### src/rtl/uart_rx_if.sv
// Received-byte stream between the UART receive controller and its consumer.
// The master side presents data with valid; the slave side accepts it with ready.
interface uart_rx_if #(
    parameter int unsigned DATA_BITS = 8
);
    logic [DATA_BITS-1:0] rx_data;
    logic                 rx_valid;
    logic                 rx_ready;

    modport master (output rx_data, output rx_valid, input rx_ready);
    modport slave  (input rx_data, input rx_valid, output rx_ready);
endinterface

### src/rtl/uart_rx_controller.sv
// UART receive frame controller: start-edge detection, strobe-driven bit capture,
// stop-bit check and valid/ready byte delivery with framing/overrun reporting.
module uart_rx_controller #(
    parameter int unsigned DATA_BITS   = 8,
    parameter int unsigned SYNC_STAGES = 2
) (
    input  logic          clk,
    input  logic          reset,
    input  logic          rx,
    input  logic          sampling_strobe,
    output logic          start_detected,
    output logic          framing_error,
    output logic          overrun_error,
    output logic          busy,
    uart_rx_if.master     rx_out
);

    localparam int unsigned CntW = $clog2(DATA_BITS + 1);
    localparam logic [CntW-1:0] LastBit = CntW'(DATA_BITS - 1);

    typedef enum logic [2:0] {StIdle, StStart, StData, StStop, StBreak} state_e;

    state_e state_q, state_d;

    logic [SYNC_STAGES-1:0] sync_q;
    logic                   rx_s;
    logic                   rx_s_d;
    logic                   strobe;

    logic [DATA_BITS-1:0] shreg_q, shreg_d;
    logic [CntW-1:0]      bitcnt_q, bitcnt_d;
    logic [DATA_BITS-1:0] data_q, data_d;
    logic                 valid_q, valid_d;
    logic                 start_q, start_d;
    logic                 fe_q, fe_d;
    logic                 oe_q, oe_d;
    logic                 busy_q;

    assign rx_s = sync_q[SYNC_STAGES-1];
    // A strobe landing with the re-phase pulse belongs to the old phase; drop it.
    assign strobe = sampling_strobe & ~start_q;

    always_ff @(posedge clk or posedge reset) begin
        if (reset) begin
            sync_q <= '1;
            rx_s_d <= 1'b1;
        end else begin
            sync_q <= {sync_q[SYNC_STAGES-2:0], rx};
            rx_s_d <= rx_s;
        end
    end

    always_ff @(posedge clk or posedge reset) begin
        if (reset) begin
            state_q  <= StIdle;
            shreg_q  <= '0;
            bitcnt_q <= '0;
            data_q   <= '0;
            valid_q  <= 1'b0;
            start_q  <= 1'b0;
            fe_q     <= 1'b0;
            oe_q     <= 1'b0;
            busy_q   <= 1'b0;
        end else begin
            state_q  <= state_d;
            shreg_q  <= shreg_d;
            bitcnt_q <= bitcnt_d;
            data_q   <= data_d;
            valid_q  <= valid_d;
            start_q  <= start_d;
            fe_q     <= fe_d;
            oe_q     <= oe_d;
            busy_q   <= (state_d != StIdle);
        end
    end

    always_comb begin
        state_d  = state_q;
        shreg_d  = shreg_q;
        bitcnt_d = bitcnt_q;
        data_d   = data_q;
        valid_d  = valid_q & ~rx_out.rx_ready;
        start_d  = 1'b0;
        fe_d     = 1'b0;
        oe_d     = 1'b0;

        unique case (state_q)
            StIdle: begin
                if (rx_s_d && !rx_s) begin
                    start_d = 1'b1;
                    state_d = StStart;
                end
            end
            StStart: begin
                if (strobe) begin
                    if (!rx_s) begin
                        bitcnt_d = '0;
                        state_d  = StData;
                    end else begin
                        state_d = StIdle;
                    end
                end
            end
            StData: begin
                if (strobe) begin
                    shreg_d  = {rx_s, shreg_q[DATA_BITS-1:1]};
                    bitcnt_d = bitcnt_q + 1'b1;
                    if (bitcnt_q == LastBit) state_d = StStop;
                end
            end
            StStop: begin
                if (strobe) begin
                    if (rx_s) begin
                        // Consumer taking the old byte this edge frees the slot.
                        if (!valid_q || rx_out.rx_ready) begin
                            data_d  = shreg_q;
                            valid_d = 1'b1;
                        end else begin
                            oe_d = 1'b1;
                        end
                        state_d = StIdle;
                    end else begin
                        fe_d    = 1'b1;
                        state_d = StBreak;
                    end
                end
            end
            StBreak: begin
                if (rx_s) state_d = StIdle;
            end
            default: state_d = StIdle;
        endcase
    end

    assign start_detected  = start_q;
    assign framing_error   = fe_q;
    assign overrun_error   = oe_q;
    assign busy            = busy_q;
    assign rx_out.rx_data  = data_q;
    assign rx_out.rx_valid = valid_q;

endmodule

### src/flat_wrapper.sv
// flat-port wrapper written by rule: the top's interface ports become plain ports
module uart_rx_controller_flat 
#(
    parameter int unsigned DATA_BITS   = 8,
    parameter int unsigned SYNC_STAGES = 2
)
  (clk, reset, rx, sampling_strobe, start_detected, framing_error, overrun_error, busy, rx_out_rx_data, rx_out_rx_valid, rx_out_rx_ready);
  uart_rx_if #(.DATA_BITS(DATA_BITS)) rx_out_i ();
  input  logic clk;
  input  logic reset;
  input  logic rx;
  input  logic sampling_strobe;
  output logic start_detected;
  output logic framing_error;
  output logic overrun_error;
  output logic busy;
  output wire logic [$bits(rx_out_i.rx_data)-1:0] rx_out_rx_data;
  output wire logic [$bits(rx_out_i.rx_valid)-1:0] rx_out_rx_valid;
  input wire logic [$bits(rx_out_i.rx_ready)-1:0] rx_out_rx_ready;
  assign rx_out_rx_data = rx_out_i.rx_data;
  assign rx_out_rx_valid = rx_out_i.rx_valid;
  assign rx_out_i.rx_ready = rx_out_rx_ready;
  uart_rx_controller #(.DATA_BITS(DATA_BITS), .SYNC_STAGES(SYNC_STAGES)) u_core (.clk(clk), .reset(reset), .rx(rx), .sampling_strobe(sampling_strobe), .start_detected(start_detected), .framing_error(framing_error), .overrun_error(overrun_error), .busy(busy), .rx_out(rx_out_i));
endmodule
### config.mk
export PLATFORM = sky130hd
export DESIGN_NAME = uart_rx_controller_flat
export DESIGN_NICKNAME = d
export VERILOG_FILES = /design/src/rtl/uart_rx_if.sv /design/src/rtl/uart_rx_controller.sv /design/src/flat_wrapper.sv
export SDC_FILE = /design/constraint.sdc
export NUM_CORES = 1
export LEC_CHECK = 0
export ABC_AREA = 1
export CORE_MARGIN = 1
export CORE_UTILIZATION = 57
export CTS_BUF_LIST = sky130_fd_sc_hd__clkbuf_8 sky130_fd_sc_hd__clkbuf_16
export CTS_CLUSTER_DIAMETER = 120
export DETAILED_ROUTE_END_ITERATION = 12
export PLACE_DENSITY_LB_ADDON = 0.15
export SYNTH_ARGS = -nofsm -noshare
export SYNTH_HDL_FRONTEND = slang
export SYNTH_SLANG_ARGS = --single-unit
### constraint.sdc
create_clock -name clk -period 2.4 [get_ports clk]
set_clock_uncertainty 0.1 [all_clocks]
set_input_delay 0.48 -clock clk [delete_from_list [all_inputs] [get_ports clk]]
set_output_delay 0.48 -clock clk [all_outputs]
set_load 0.03 [all_outputs]
==> results of run 1 <==
metrics by stage:
step / power (mW) / cell area (um2)
finish: 1.562 / 1640
global route: 1.668 / 1640
CTS: 1.578 / 1640
detailed placement: 1.200 / 1559
global placement: 1.186 / 1559
floorplan: 1.071 / 1380
cells in the final DEF (no fill, tap or decap), drive strengths merged:
master	n
nand3	11
xnor2	1
dfstp	3
ha	1
clkdlybuf4s50	17
clkbuf	5
nand2	39
nor2	17
o21ai	17
nand4	1
clkinv	1
inv	25
buf	1
dfrtp	28
layout make-up:
cell class / instances / area, um2
Multi-Input combinational cell: 87 / 480.5
Tap cell: 28 / 35.03
Inverter: 23 / 86.33
Clock buffer: 5 / 68.82
Sequential cell: 31 / 779.5
Fill cell: 177 / 614.3
Clock inverter: 3 / 12.51
Timing Repair Buffer: 18 / 177.7
worst paths after layout:
| kind | end | depth (start not counted) | start | slack [ns] |
|---|---|---|---|---|
| setup / recovery | start_detected | 1 | u_core.start_detected$_DFF_PP0_ | 0.50 |
| hold / removal | u_core.sync_q[1]$_DFF_PP1_ | 0 | u_core.sync_q[0]$_DFF_PP1_ | 0.25 |
| setup reg to reg | u_core.rx_out.rx_data[6]$_DFFE_PP0P_ | 5 | u_core.sync_q[1]$_DFF_PP1_ | 0.96 |
| hold reg to reg | u_core.sync_q[1]$_DFF_PP1_ | 0 | u_core.sync_q[0]$_DFF_PP1_ | 0.25 |
| max in group asynchronous | u_core.sync_q[1]$_DFF_PP1_ | 3 | reset | 1.40 |
| min in group asynchronous | u_core.shreg_q[0]$_DFFE_PP0P_ | 3 | reset | 0.48 |
per-layer routing:
| metal | up-vias | track usage |
|---|---|---|
| met5 | - | 0 |
| met4 | 0 | 0.1343 |
| met3 | 2 | 0.08036 |
| met2 | 24 | 0.3399 |
| met1 | 460 | 0.2585 |
| li1 | 490 | - |
registers in the layout (all words and copies together) (netlist names):
signal                  cells
u_core.rx_out.rx_valid      1
u_core.shreg_q              8
u_core.rx_out.rx_data       8
u_core.overrun_error        1
u_core.bitcnt_q             4
u_core.state_q              3
u_core.framing_error        1
u_core.start_detected       1
u_core.rx_s_d               1
u_core.busy                 1
u_core.sync_q               2
cell families after synthesis:
logic type,count (synthesis)
DFF,31
xor gates and xnor gates,1
AOI/OAI and AO/OA,17
adders and majority gates,1
buffers and inverters,26
and+or+nand+nor,68
report_power, final:
part           total, mW  switching [mW]  internal, mW
Sequential         0.710          0.0762         0.634
Clock              0.368           0.174         0.194
Combinational      0.483           0.307         0.176
==> results.yml, run 1 <==
status:
  outcome: "completed"
sta:
  holdWs_ns: 0.2547
  period_needed_ns: 1.897
  hold_viol: 0
  rsz0062_at_grt: "false"
  fmax_mhz: 527.3
  finalWorstSetupSlack_ns: 0.5034
  timing.final.crit_share: 0.7903
  slew_viol_final: 0
  tns_ns: 0
  worst_pin_slew_ns: 0.3773
  setup_viol: 0
  max_slew_margin: 0.7485
synth:
  synth_commonest_cells: "33 x nand2_1, 28 x dfrtp_1, 21 x inv_1"
  synth_compound_area_frac: 0.08885
  synth_ff_type: "dfrtp_1"
  synth_simple_gate_area_share: 0.2439
  synth.net_count: 150
  ys_types: 18
  synth-edff-count: 0
  synth_area_leaders: "dfrtp_1 51%, nand2_1 9.0%, o21ai_2 6.3%"
  synthCells: 144
  yosysWarningCount: 0
  async_flop_share: 1.000
  avgSynthCellArea_um2: 9.584
  synth.top_cell.area_share: 0.5077
  ys_ff_latch: 31
  synth_top_family_by_area: "simple AND/OR/NAND/NOR gates"
  synth_area_um2: 1380
  synth.largest_area_cell: "dfrtp_1"
  synthXorXnorAreaFrac: 0.006346
  synthMuxAreaShare: 0
  synth.most_common_cell: "nand2_1"
  yosys.area_share.adder: 0.009066
  yosysSeqAreaShare: 0.5648
clocking:
  post_cts_buffers: 0
  cts_hold_buf: 0
  cts-htree-levels: 2
  cts.sinks: 31
  cts_tree: "done"
  cts.repair.resized: 0
  clk_pin_slew_ns: 0.06
  root_buffer: "clkbuf_8"
  clock_latency_ns: 0.28
  cts_made_buffers: 5
  cts_buffer_depth: 2
die:
  row_count: 17
  die_h_um: 51.21
  fp.dieW_um: 51.21
  start_util: 0.6121
  ios: 18
  core_area_um2: 2255
  dieArea_um2: 2622
routing:
  wl_per_cell_um: 11.16
  drc: 0
  met2WireLength_um: 1044
  wl_met3_um: 100
  wirelength_um: 2177
  drt_iter0_drc: 23
  firstDrtPassIters: 4
  vias: 976
  dr.max_layer_used: "met4"
  drt-vias-per-instance: 5.005
  met1Wirelength_um: 1000
  ant_nets: 0
setup_path:
  crit_path_end_kind: "primary output"
  crit_chain: "clkdlybuf4s50_1"
  crit_buf_inv: 1
  critPathMaxStageDelay_ns: 0.68
  cp-start-kind: "flip-flop"
  crit_arrival_ns: 1.32
  required_ns: 1.82
  crit_type: "reg -> out"
  worstPathMaxFanout: 3
  cpLargestDelayFamily: "buffers and inverters"
  slowest_stage: "clkdlybuf4s50_1"
global_routing:
  grt_pass1_vias: 906
  grt_max_degree: 32
  overflow: 0
  grt.total_usage: 0.2195
  antenna_found_initial: 0
  grt_pass1_wl_um: 3939
layout:
  syn_to_final_growth_pct: 18.86
  diodes: 0
  nets: 172
  finalCoreUtilization: 0.7275
  layout.cells.non_filler: 195
  drive_above_1_share: 0.2036
worst_hold_path:
  min_path_type: "reg -> reg"
place:
  place_ws_ns: 0.5136
  port_buffers: 17
  place_inst: 187
  gp_congestion: 0.8787
  hpwl_um: 1473
pwr:
  power.leakage_nw: 0.7924
  power.density_nw_per_um2: 952.2
  ir_drop_mv: 0.8200
job:
  maxCapViolCount: 0
Note: power is estimated with default switching activity, not from simulation.
==> run 2: changes to the inputs <==
--- a/config.mk
+++ b/config.mk
@@ -7,7 +7,7 @@
 export LEC_CHECK = 0
 export ABC_AREA = 1
 export CORE_MARGIN = 1
-export CORE_UTILIZATION = 57
+export CORE_UTILIZATION = 53
 export CTS_BUF_LIST = sky130_fd_sc_hd__clkbuf_8 sky130_fd_sc_hd__clkbuf_16
 export CTS_CLUSTER_DIAMETER = 120
 export DETAILED_ROUTE_END_ITERATION = 12
==> constraint.sdc (replaced) <==
create_clock -name clk -period 1.9 [get_ports clk]
set_clock_uncertainty 0.1 [all_clocks]
set_input_delay 0.38 -clock clk [delete_from_list [all_inputs] [get_ports clk]]
set_output_delay 0.38 -clock clk [all_outputs]
set_load 0.03 [all_outputs]
==> results.yml, run 2 (synthesis gave the netlist of run 1 again) <==
setup_path:
  crit_buf_inv: 1
  crit_chain: "clkdlybuf4s50_1"
  crit_type: "reg -> out"
  crit_path_end_kind: "primary output"
  cpLargestDelayFamily: "buffers and inverters"
  worstPathMaxFanout: 2
  critPathMaxStageDelay_ns: 0.67
  cp-start-kind: "flip-flop"
  required_ns: 1.42
  crit_arrival_ns: 1.31
  slowest_stage: "clkdlybuf4s50_1"
sta:
  fmax_mhz: 559.6
  worst_pin_slew_ns: 0.3845
  holdWs_ns: 0.2568
  rsz0062_at_grt: "false"
  max_slew_margin: 0.7437
  timing.final.crit_share: 0.9405
  slew_viol_final: 0
  period_needed_ns: 1.787
  tns_ns: 0
  setup_viol: 0
  hold_viol: 0
pwr:
  power.leakage_nw: 0.7924
  p_int_mw: 1.269
  ir_drop_mv: 0.9140
  switching_share: 0.3585
  p_switching_uw: 709.2
  clock_power_share: 0.236
  power.density_nw_per_um2: 1204
  combPwrFrac: 0.309
  pwr-share-seq: 0.455
clocking:
  cts.repair.resized: 0
  clk_pin_slew_ns: 0.06
  cts_tree: "done"
  post_cts_buffers: 0
  clock_latency_ns: 0.28
  root_buffer: "clkbuf_8"
  cts-htree-levels: 2
  cts_made_buffers: 5
  cts.sinks: 31
  cts_hold_buf: 0
  cts_buffer_depth: 2
die:
  die_h_um: 53.03
  start_util: 0.5571
  dieArea_um2: 2812
  fp.dieW_um: 53.03
  core_area_um2: 2477
  row_count: 18
  ios: 18
layout:
  nets: 172
  layout_common_cells: "33 x nand2_1, 28 x dfrtp_1, 23 x inv_1"
  diodes: 0
  layout_commonest_cell: "nand2_1"
  fin_area_um2: 1643
  drive_above_1_share: 0.2036
  syn_to_final_growth_pct: 19.04
  finalCoreUtilization: 0.6631
worst_hold_path:
  min_path_type: "reg -> reg"
global_routing:
  grt_pass1_vias: 974
  grt.total_usage: 0.2094
  grt_pass1_wl_um: 4098
  antenna_found_initial: 0
  grt_max_degree: 32
  overflow: 0
routing:
  wirelength_um: 2330
  firstDrtPassIters: 6
  drc: 0
  wl_per_cell_um: 11.83
  drt_iter0_drc: 12
  ant_nets: 0
  drt-vias-per-instance: 5.020
  vias: 989
place:
  gp_congestion: 0.7730
  place_area_um2: 1562
  port_buffers: 17
  hpwl_um: 1607
job:
  maxCapViolCount: 0
status:
  outcome: "completed"
[run 2: cell counts in the layout (fill, tap and decap cells not counted)]
Identical to the previous run, type by type.
[run 2: final timing paths]
check / startpoint / endpoint / slack [ns] / depth (start not counted)
worst max register to register: u_core.sync_q[1]$_DFF_PP1_ / u_core.rx_out.rx_data[3]$_DFFE_PP0P_ / 0.46 / 5
min in group asynchronous: reset / u_core.rx_out.rx_data[0]$_DFFE_PP0P_ / 0.40 / 3
worst min register to register: u_core.sync_q[0]$_DFF_PP1_ / u_core.sync_q[1]$_DFF_PP1_ / 0.26 / 0
worst min-delay path: u_core.sync_q[0]$_DFF_PP1_ / u_core.sync_q[1]$_DFF_PP1_ / 0.26 / 0
worst max-delay path: u_core.rx_out.rx_data[1]$_DFFE_PP0P_ / rx_out_rx_data[1] / 0.11 / 1
max in group asynchronous: reset / u_core.rx_s_d$_DFF_PP1_ / 0.98 / 3
[run 2: layout make-up]
cell class	count	area (um2)
inverter	23	86.33
sequential	31	779.5
clock inverter	3	12.51
tap	30	37.54
fill	202	834.6
timing repair buffer	18	177.7
clock buffer	5	68.82
multi-input combinational	87	480.5
[run 2: power by group through the flow]
stage / Sequential (mW) / Clock, mW / Combinational [mW]
after global placement: 0.900 / 0 / 0.598
after floorplan: 0.989 / 0 / 0.364
after global routing: 0.920 / 0.512 / 0.685
after CTS: 0.901 / 0.478 / 0.619
final: 0.900 / 0.466 / 0.612
after detailed placement: 0.911 / 0 / 0.614
[run 2: per-layer routing]
layer  vias to the layer above  track usage  part of all wire
li1                        484            -                 -
met1                       466       0.2292              0.44
met2                        32       0.3523              0.49
met3                         7      0.08333             0.046
met4                         0      0.09649             0.024
met5                         -            0                 0
[run 2: stage by stage]
step,total power [mW],instances,worst slack [ns]
after floorplan,1.353,144,0.5336
after global placement,1.498,189,0.1337
after detailed placement,1.524,189,0.08447
after CTS,1.998,197,0.1001
after global routing,2.117,197,0.04701
final,1.978,197,0.1131
